File: config.mk
export PLATFORM = sky130hd
export DESIGN_NAME = sub_serial
export DESIGN_NICKNAME = d
export VERILOG_FILES = /design/src/rtl/alu_pkg.sv /design/src/rtl/sub1b.sv /design/src/rtl/sub_serial.sv
export SDC_FILE = /design/constraint.sdc
export NUM_CORES = 1
export LEC_CHECK = 0
export CAP_MARGIN = 40
export CORE_MARGIN = 2
export CORE_UTILIZATION = 25
export DETAILED_ROUTE_END_ITERATION = 16
export GPL_TIMING_DRIVEN = 1
export PLACE_DENSITY_LB_ADDON = 0.3
export SLEW_MARGIN = 15
export SYNTH_ARGS = -nofsm -noshare
export SYNTH_HDL_FRONTEND = slang
export SYNTH_SLANG_ARGS = --single-unit
File: constraint.sdc
create_clock -name clk -period 2.7 [get_ports clk]
set_input_delay 0.54 -clock clk [delete_from_list [all_inputs] [get_ports clk]]
set_output_delay 0.54 -clock clk [all_outputs]
set_load 0.05 [all_outputs]
File: src/rtl/alu_pkg.sv
// Shared ALU definitions: FSM state encoding for the sequential ALU blocks
// and the default datapath width.
package alu_pkg;

    typedef enum logic [1:0] {
        ST_IDLE = 2'd0,
        ST_RUN  = 2'd1,
        ST_DONE = 2'd2
    } state_t;

    localparam int ALU_W = 8;

endpackage

File: src/rtl/sub1b.sv
// Combinational 1-bit full subtractor: d = a - b - bi, with borrow-out bo.
module sub1b (
    input  logic a,
    input  logic b,
    input  logic bi,
    output logic d,
    output logic bo
);

    always_comb begin
        d  = a ^ b ^ bi;
        bo = (~a & b) | (~(a ^ b) & bi);
    end

endmodule

File: src/rtl/sub_serial.sv
// Bit-serial subtractor r = a - b - bin, LSB first, one bit per clock.
// Optional zero/overflow flags are built when SUB_SERIAL_FLAGS_EN is defined.
module sub_serial
    import alu_pkg::*;
#(
    parameter int WIDTH = ALU_W
) (
    input  logic             clk,
    input  logic             rst_n,
    input  logic             start,
    input  logic [WIDTH-1:0] a,
    input  logic [WIDTH-1:0] b,
    input  logic             bin,
    output logic             busy,
    output logic             done,
    output logic [WIDTH-1:0] r,
    output logic             bout
`ifdef SUB_SERIAL_FLAGS_EN
    ,
    output logic             zf,
    output logic             vf
`endif
);

    localparam int CNT_W = $clog2(WIDTH);

    state_t             state;
    state_t             state_next;
    logic [WIDTH-1:0]   a_sh;
    logic [WIDTH-1:0]   b_sh;
    logic [CNT_W-1:0]   cnt;
    logic               borrow;
    logic               d_bit;
    logic               bo_bit;
    logic               last_bit;

    assign last_bit = (cnt == CNT_W'(WIDTH - 1));

    sub1b u_cell (
        .a  (a_sh[0]),
        .b  (b_sh[0]),
        .bi (borrow),
        .d  (d_bit),
        .bo (bo_bit)
    );

    always_ff @(posedge clk or negedge rst_n) begin
        if (!rst_n) begin
            state <= ST_IDLE;
        end else begin
            state <= state_next;
        end
    end

    always_comb begin
        state_next = state;
        case (state)
            ST_IDLE: if (start) state_next = ST_RUN;
            ST_RUN:  if (last_bit) state_next = ST_DONE;
            ST_DONE: state_next = ST_IDLE;
            default: state_next = ST_IDLE;
        endcase
    end

    // busy/done are derived from the FSM but registered, so they never
    // overlap and carry no combinational path from start.
    always_ff @(posedge clk or negedge rst_n) begin
        if (!rst_n) begin
            busy   <= 1'b0;
            done   <= 1'b0;
            a_sh   <= '0;
            b_sh   <= '0;
            cnt    <= '0;
            borrow <= 1'b0;
            r      <= '0;
            bout   <= 1'b0;
        end else begin
            busy <= (state_next != ST_IDLE);
            done <= (state == ST_DONE);
            case (state)
                ST_IDLE: begin
                    if (start) begin
                        a_sh   <= a;
                        b_sh   <= b;
                        borrow <= bin;
                        cnt    <= '0;
                        r      <= '0;
                    end
                end
                ST_RUN: begin
                    a_sh   <= a_sh >> 1;
                    b_sh   <= b_sh >> 1;
                    borrow <= bo_bit;
                    r      <= {d_bit, r[WIDTH-1:1]};
                    cnt    <= cnt + CNT_W'(1);
                end
                ST_DONE: begin
                    bout <= borrow;
                end
                default: ;
            endcase
        end
    end

`ifdef SUB_SERIAL_FLAGS_EN
    // Operand MSBs are shifted out during RUN, so keep them for the overflow flag.
    logic a_msb;
    logic b_msb;

    always_ff @(posedge clk or negedge rst_n) begin
        if (!rst_n) begin
            a_msb <= 1'b0;
            b_msb <= 1'b0;
            zf    <= 1'b0;
            vf    <= 1'b0;
        end else begin
            if (state == ST_IDLE && start) begin
                a_msb <= a[WIDTH-1];
                b_msb <= b[WIDTH-1];
                zf    <= 1'b0;
                vf    <= 1'b0;
            end else if (state == ST_DONE) begin
                zf <= (r == '0);
                vf <= (a_msb != b_msb) && (r[WIDTH-1] != a_msb);
            end
        end
    end
`endif

endmodule

==> impl_metrics.xml <==
<?xml version="1.0" encoding="UTF-8"?>
<metrics>
  <group name="run_status">
    <metric name="run_status" unit="">finished, final reports clean</metric>
  </group>
  <group name="timing">
    <metric name="final_report_max_slew_violation_count" unit="">0</metric>
    <metric name="setup_slack" unit="ns">0.6380</metric>
    <metric name="finClkSkew" unit="ns">0.003631</metric>
    <metric name="fmax" unit="MHz">485.0</metric>
    <metric name="rsz0062_at_grt" unit="">false</metric>
    <metric name="final_hold_fails" unit="">0</metric>
    <metric name="setup-violations-final" unit="">0</metric>
    <metric name="finalSetupTns" unit="ns">0</metric>
    <metric name="slew_headroom" unit="%">44.74</metric>
    <metric name="finalCriticalPeriod" unit="ns">2.062</metric>
    <metric name="min_period_over_period" unit="%">76.37</metric>
    <metric name="worst_hold_slack" unit="ns">0.4900</metric>
    <metric name="worst_pin_slew" unit="ns">0.8271</metric>
  </group>
  <group name="critical_path">
    <metric name="regToRegStartpoint" unit="">state[0]</metric>
    <metric name="timing.rr.end" unit="">a_sh[5]</metric>
    <metric name="setup.reg_to_reg.worst_slack" unit="ns">1.01</metric>
    <metric name="crit_type" unit="">in -&gt; reg</metric>
    <metric name="critical_path.max_fanout" unit="">12</metric>
    <metric name="worst_ep_required_time" unit="ns">2.80</metric>
    <metric name="cp_data_arrival_time" unit="ns">2.16</metric>
    <metric name="r2r.worst_path.cells" unit="">2</metric>
    <metric name="critPathLaunchType" unit="">input pin</metric>
    <metric name="critical_path_capture_point_type" unit="">flip-flop</metric>
  </group>
  <group name="floorplanning">
    <metric name="die_width" unit="um">80.88</metric>
    <metric name="floorplan.die.height" unit="um">80.88</metric>
    <metric name="boundaryPins" unit="">31</metric>
    <metric name="die-area" unit="um2">6542</metric>
    <metric name="floorplan.core_area" unit="um2">5816</metric>
    <metric name="initial_standard_cell_utilization_of_the_core" unit="%">25.41</metric>
    <metric name="rows" unit="">28</metric>
  </group>
  <group name="final_layout">
    <metric name="multiInputGateArea" unit="um2">516.7</metric>
    <metric name="layout.nets" unit="">174</metric>
    <metric name="area.growth.synth_to_final" unit="%">29.47</metric>
    <metric name="final_layout_size_suffix_gt1_share" unit="%">8.553</metric>
    <metric name="n_fill_cell" unit="">598</metric>
    <metric name="final_cell_area" unit="um2">1913</metric>
    <metric name="num_antenna_cells" unit="">0</metric>
    <metric name="seqCellArea" unit="um2">825.8</metric>
  </group>
  <group name="global_route">
    <metric name="globalRoute.totalOverflow" unit="">0</metric>
    <metric name="grt_usage" unit="%">10.78</metric>
    <metric name="grt_antenna_before_repair" unit="">0</metric>
    <metric name="pin_count_of_the_biggest_net_entering_global_routing" unit="">34</metric>
    <metric name="grt_pass1_vias" unit="">1121</metric>
    <metric name="wire_length_of_the_first_global_routing_pass" unit="um">5368</metric>
  </group>
  <group name="synth">
    <metric name="synth.yosys.seq_area_share" unit="%">55.88</metric>
    <metric name="synth-async-reset-ratio" unit="%">100.0</metric>
    <metric name="synthTopCellsByArea" unit="">sky130_fd_sc_hd__dfrtp_1 (56%), sky130_fd_sc_hd__a222oi_1 (7.5%), sky130_fd_sc_hd__a22o_1 (5.9%)</metric>
    <metric name="synth_top_cell_area_share" unit="%">55.88</metric>
    <metric name="yosysTopAreaCell" unit="">sky130_fd_sc_hd__dfrtp_1</metric>
    <metric name="post_synth_net_total" unit="">146</metric>
    <metric name="synth.yosys.warnings" unit="">0</metric>
    <metric name="synth.ff_latch_count" unit="">33</metric>
    <metric name="synthDistinctLibCells" unit="">23</metric>
    <metric name="synth_flop_cell" unit="">sky130_fd_sc_hd__dfrtp_1</metric>
    <metric name="number_of_enable_type_register_cells_in_the_synthesized_netlist" unit="">0</metric>
    <metric name="synthesis.area" unit="um2">1478</metric>
    <metric name="synth_area_per_cell" unit="um2">12.01</metric>
    <metric name="synthCells" unit="">123</metric>
    <metric name="synth_most_common_cell" unit="">sky130_fd_sc_hd__dfrtp_1</metric>
    <metric name="synth.top_cells.by_count" unit="">sky130_fd_sc_hd__dfrtp_1 (33), sky130_fd_sc_hd__inv_1 (18), sky130_fd_sc_hd__a222oi_1 (11), sky130_fd_sc_hd__nor2_1 (11), sky130_fd_sc_hd__a22o_1 (10)</metric>
  </group>
  <group name="drt">
    <metric name="wire_per_inst" unit="um">14.13</metric>
    <metric name="detail_route.vias_per_cell" unit="">4.656</metric>
    <metric name="detail_route.first_pass.iterations" unit="">6</metric>
    <metric name="route.detailed.drc" unit="">0</metric>
    <metric name="routed-via-count" unit="">1057</metric>
    <metric name="route.antenna.remaining_nets" unit="">0</metric>
    <metric name="wirelength_routed" unit="um">3207</metric>
    <metric name="drt_iter0_drc" unit="">108</metric>
  </group>
  <group name="cts">
    <metric name="cts_htree_levels" unit="">2</metric>
    <metric name="ctsRootBufferMaster" unit="">sky130_fd_sc_hd__clkbuf_8</metric>
    <metric name="clock_tree_from_tritoncts" unit="">built</metric>
    <metric name="cts_hold_buf" unit="">0</metric>
    <metric name="post_cts.resized_instances" unit="">0</metric>
    <metric name="cts-buffers-inserted" unit="">5</metric>
    <metric name="cts_setup_buffers" unit="">0</metric>
    <metric name="clock-sinks" unit="">33</metric>
    <metric name="clkSlewWorstSetupHoldPaths" unit="ns">0.07</metric>
    <metric name="cts-root-to-sink-buffers" unit="">2</metric>
    <metric name="clock_latency_at_the_later_pin_of_the_worst_skew_pair" unit="ns">0.28</metric>
  </group>
  <group name="power_and_ir_drop">
    <metric name="vdd_ir_drop_max" unit="mV">0.5153</metric>
    <metric name="report.power.total" unit="mW">2.253</metric>
    <metric name="internal_power" unit="mW">1.367</metric>
    <metric name="power.combinational.fraction" unit="%">43.4</metric>
    <metric name="switching_power" unit="mW">0.8853</metric>
    <metric name="switching_share" unit="%">39.30</metric>
    <metric name="power.density" unit="nW/um2">1177</metric>
    <metric name="sequentialPowerShare" unit="%">38.6</metric>
    <metric name="power_frac_clock" unit="%">18.0</metric>
    <metric name="total_leakage_power" unit="nW">0.8338</metric>
  </group>
  <group name="placed_design">
    <metric name="globalplace.congestion" unit="">0.7317</metric>
    <metric name="place_worst_setup_slack" unit="ns">0.3986</metric>
    <metric name="buffer_ports.inserted" unit="">30</metric>
    <metric name="detailed_place_hpwl" unit="um">2078</metric>
    <metric name="place_area" unit="um2">1812</metric>
  </group>
  <group name="worst_hold_path">
    <metric name="hold_depth" unit="">1</metric>
    <metric name="hold_path_startpoint" unit="">bout</metric>
    <metric name="min_delay_worst_endpoint" unit="">bout</metric>
    <metric name="timing.hold.worst.class" unit="">reg -&gt; reg</metric>
  </group>
  <group name="run">
    <metric name="max_cap_viol_count" unit="">0</metric>
  </group>
</metrics>
[metal layers]
metal / GRT usage (%) / share of wire, %
met5: 0 / 0
met1: 13.77 / 48
met2: 16.69 / 46
met3: 3.222 / 4.9
met4: 5.085 / 1.2
[worst max-delay path, cell delays in order]
cell and delay (ns):
sky130_fd_sc_hd__clkdlybuf4s50_1 0.69, sky130_fd_sc_hd__nor2b_1 0.72, sky130_fd_sc_hd__a222oi_1 0.21
[stage by stage]
stage | std cells | util [%]
detailed placement | 219 | 31.15
finish | 227 | 32.90
global placement | 219 | 31.15
floorplan | 123 | -
global route | 227 | 32.90
CTS | 227 | 32.90
[placed cells by master, fill, tap and decap left out, types with 2 or more instances in the layout]
cell | synthesis | routed
sky130_fd_sc_hd__a22o_1 | 10 | 10
sky130_fd_sc_hd__nor3b_1 | 4 | 4
sky130_fd_sc_hd__nand2_1 | 2 | 2
sky130_fd_sc_hd__clkdlybuf4s50_1 | 0 | 30
sky130_fd_sc_hd__a222oi_1 | 11 | 11
sky130_fd_sc_hd__o311ai_0 | 2 | 2
sky130_fd_sc_hd__nor2b_1 | 3 | 3
sky130_fd_sc_hd__a211oi_1 | 4 | 4
sky130_fd_sc_hd__clkbuf_8 | 0 | 7
sky130_fd_sc_hd__nor2_1 | 11 | 11
sky130_fd_sc_hd__nor4b_1 | 4 | 4
sky130_fd_sc_hd__ha_1 | 2 | 2
sky130_fd_sc_hd__dfrtp_1 | 33 | 33
sky130_fd_sc_hd__nand4bb_1 | 2 | 2
sky130_fd_sc_hd__inv_1 | 18 | 18
[power groups by stage]
stage               sequential, mW  combinational [mW]  clock, mW
floorplan                     1.05               0.546          0
global placement             0.872               0.962          0
detailed placement           0.881               0.978          0
CTS                          0.874               0.987      0.420
global route                 0.906                1.06      0.449
finish                       0.870               0.977      0.405
[sequential cells by signal, summed over array words and instances (netlist names), 2 cells and up]
register  flops
a_sh          8
state         2
r             8
b_sh          8
cnt           3
[area by class of cell]
| type | instances | share of cell area [%] |
|---|---|---|
| Clock buffer | 7 | 5.036 |
| Multi-Input combinational cell | 62 | 27.01 |
| Timing Repair Buffer | 31 | 16.09 |
| Tap cell | 75 | 4.905 |
| Clock inverter | 1 | 0.2616 |
| Sequential cell | 33 | 43.17 |
| Inverter | 18 | 3.532 |
[worst max-delay path by stage]
stage	from	to	slack, ns	cells past startpoint
after floorplan	start	a_sh[0]	1.36	4
after global placement	start	a_sh[0]	0.49	3
after detailed placement	start	a_sh[2]	0.40	3
after CTS	r[6]	r[6]	0.64	1
after global routing	start	a_sh[2]	0.58	3
final	start	a_sh[5]	0.64	3
[kinds of logic after synthesis]
| kind of cell | count (synthesis) | synth area share, % |
|---|---|---|
| AOI/OAI and AO/OA | 29 | 18.54 |
| adders and majority gates | 3 | 3.048 |
| buffers and inverters | 28 | 9.144 |
| DFF | 33 | 55.88 |
| muxes | 2 | 1.524 |
| and+or+nand+nor | 28 | 11.85 |
No activity file was read; power rests on OpenSTA's default activity.
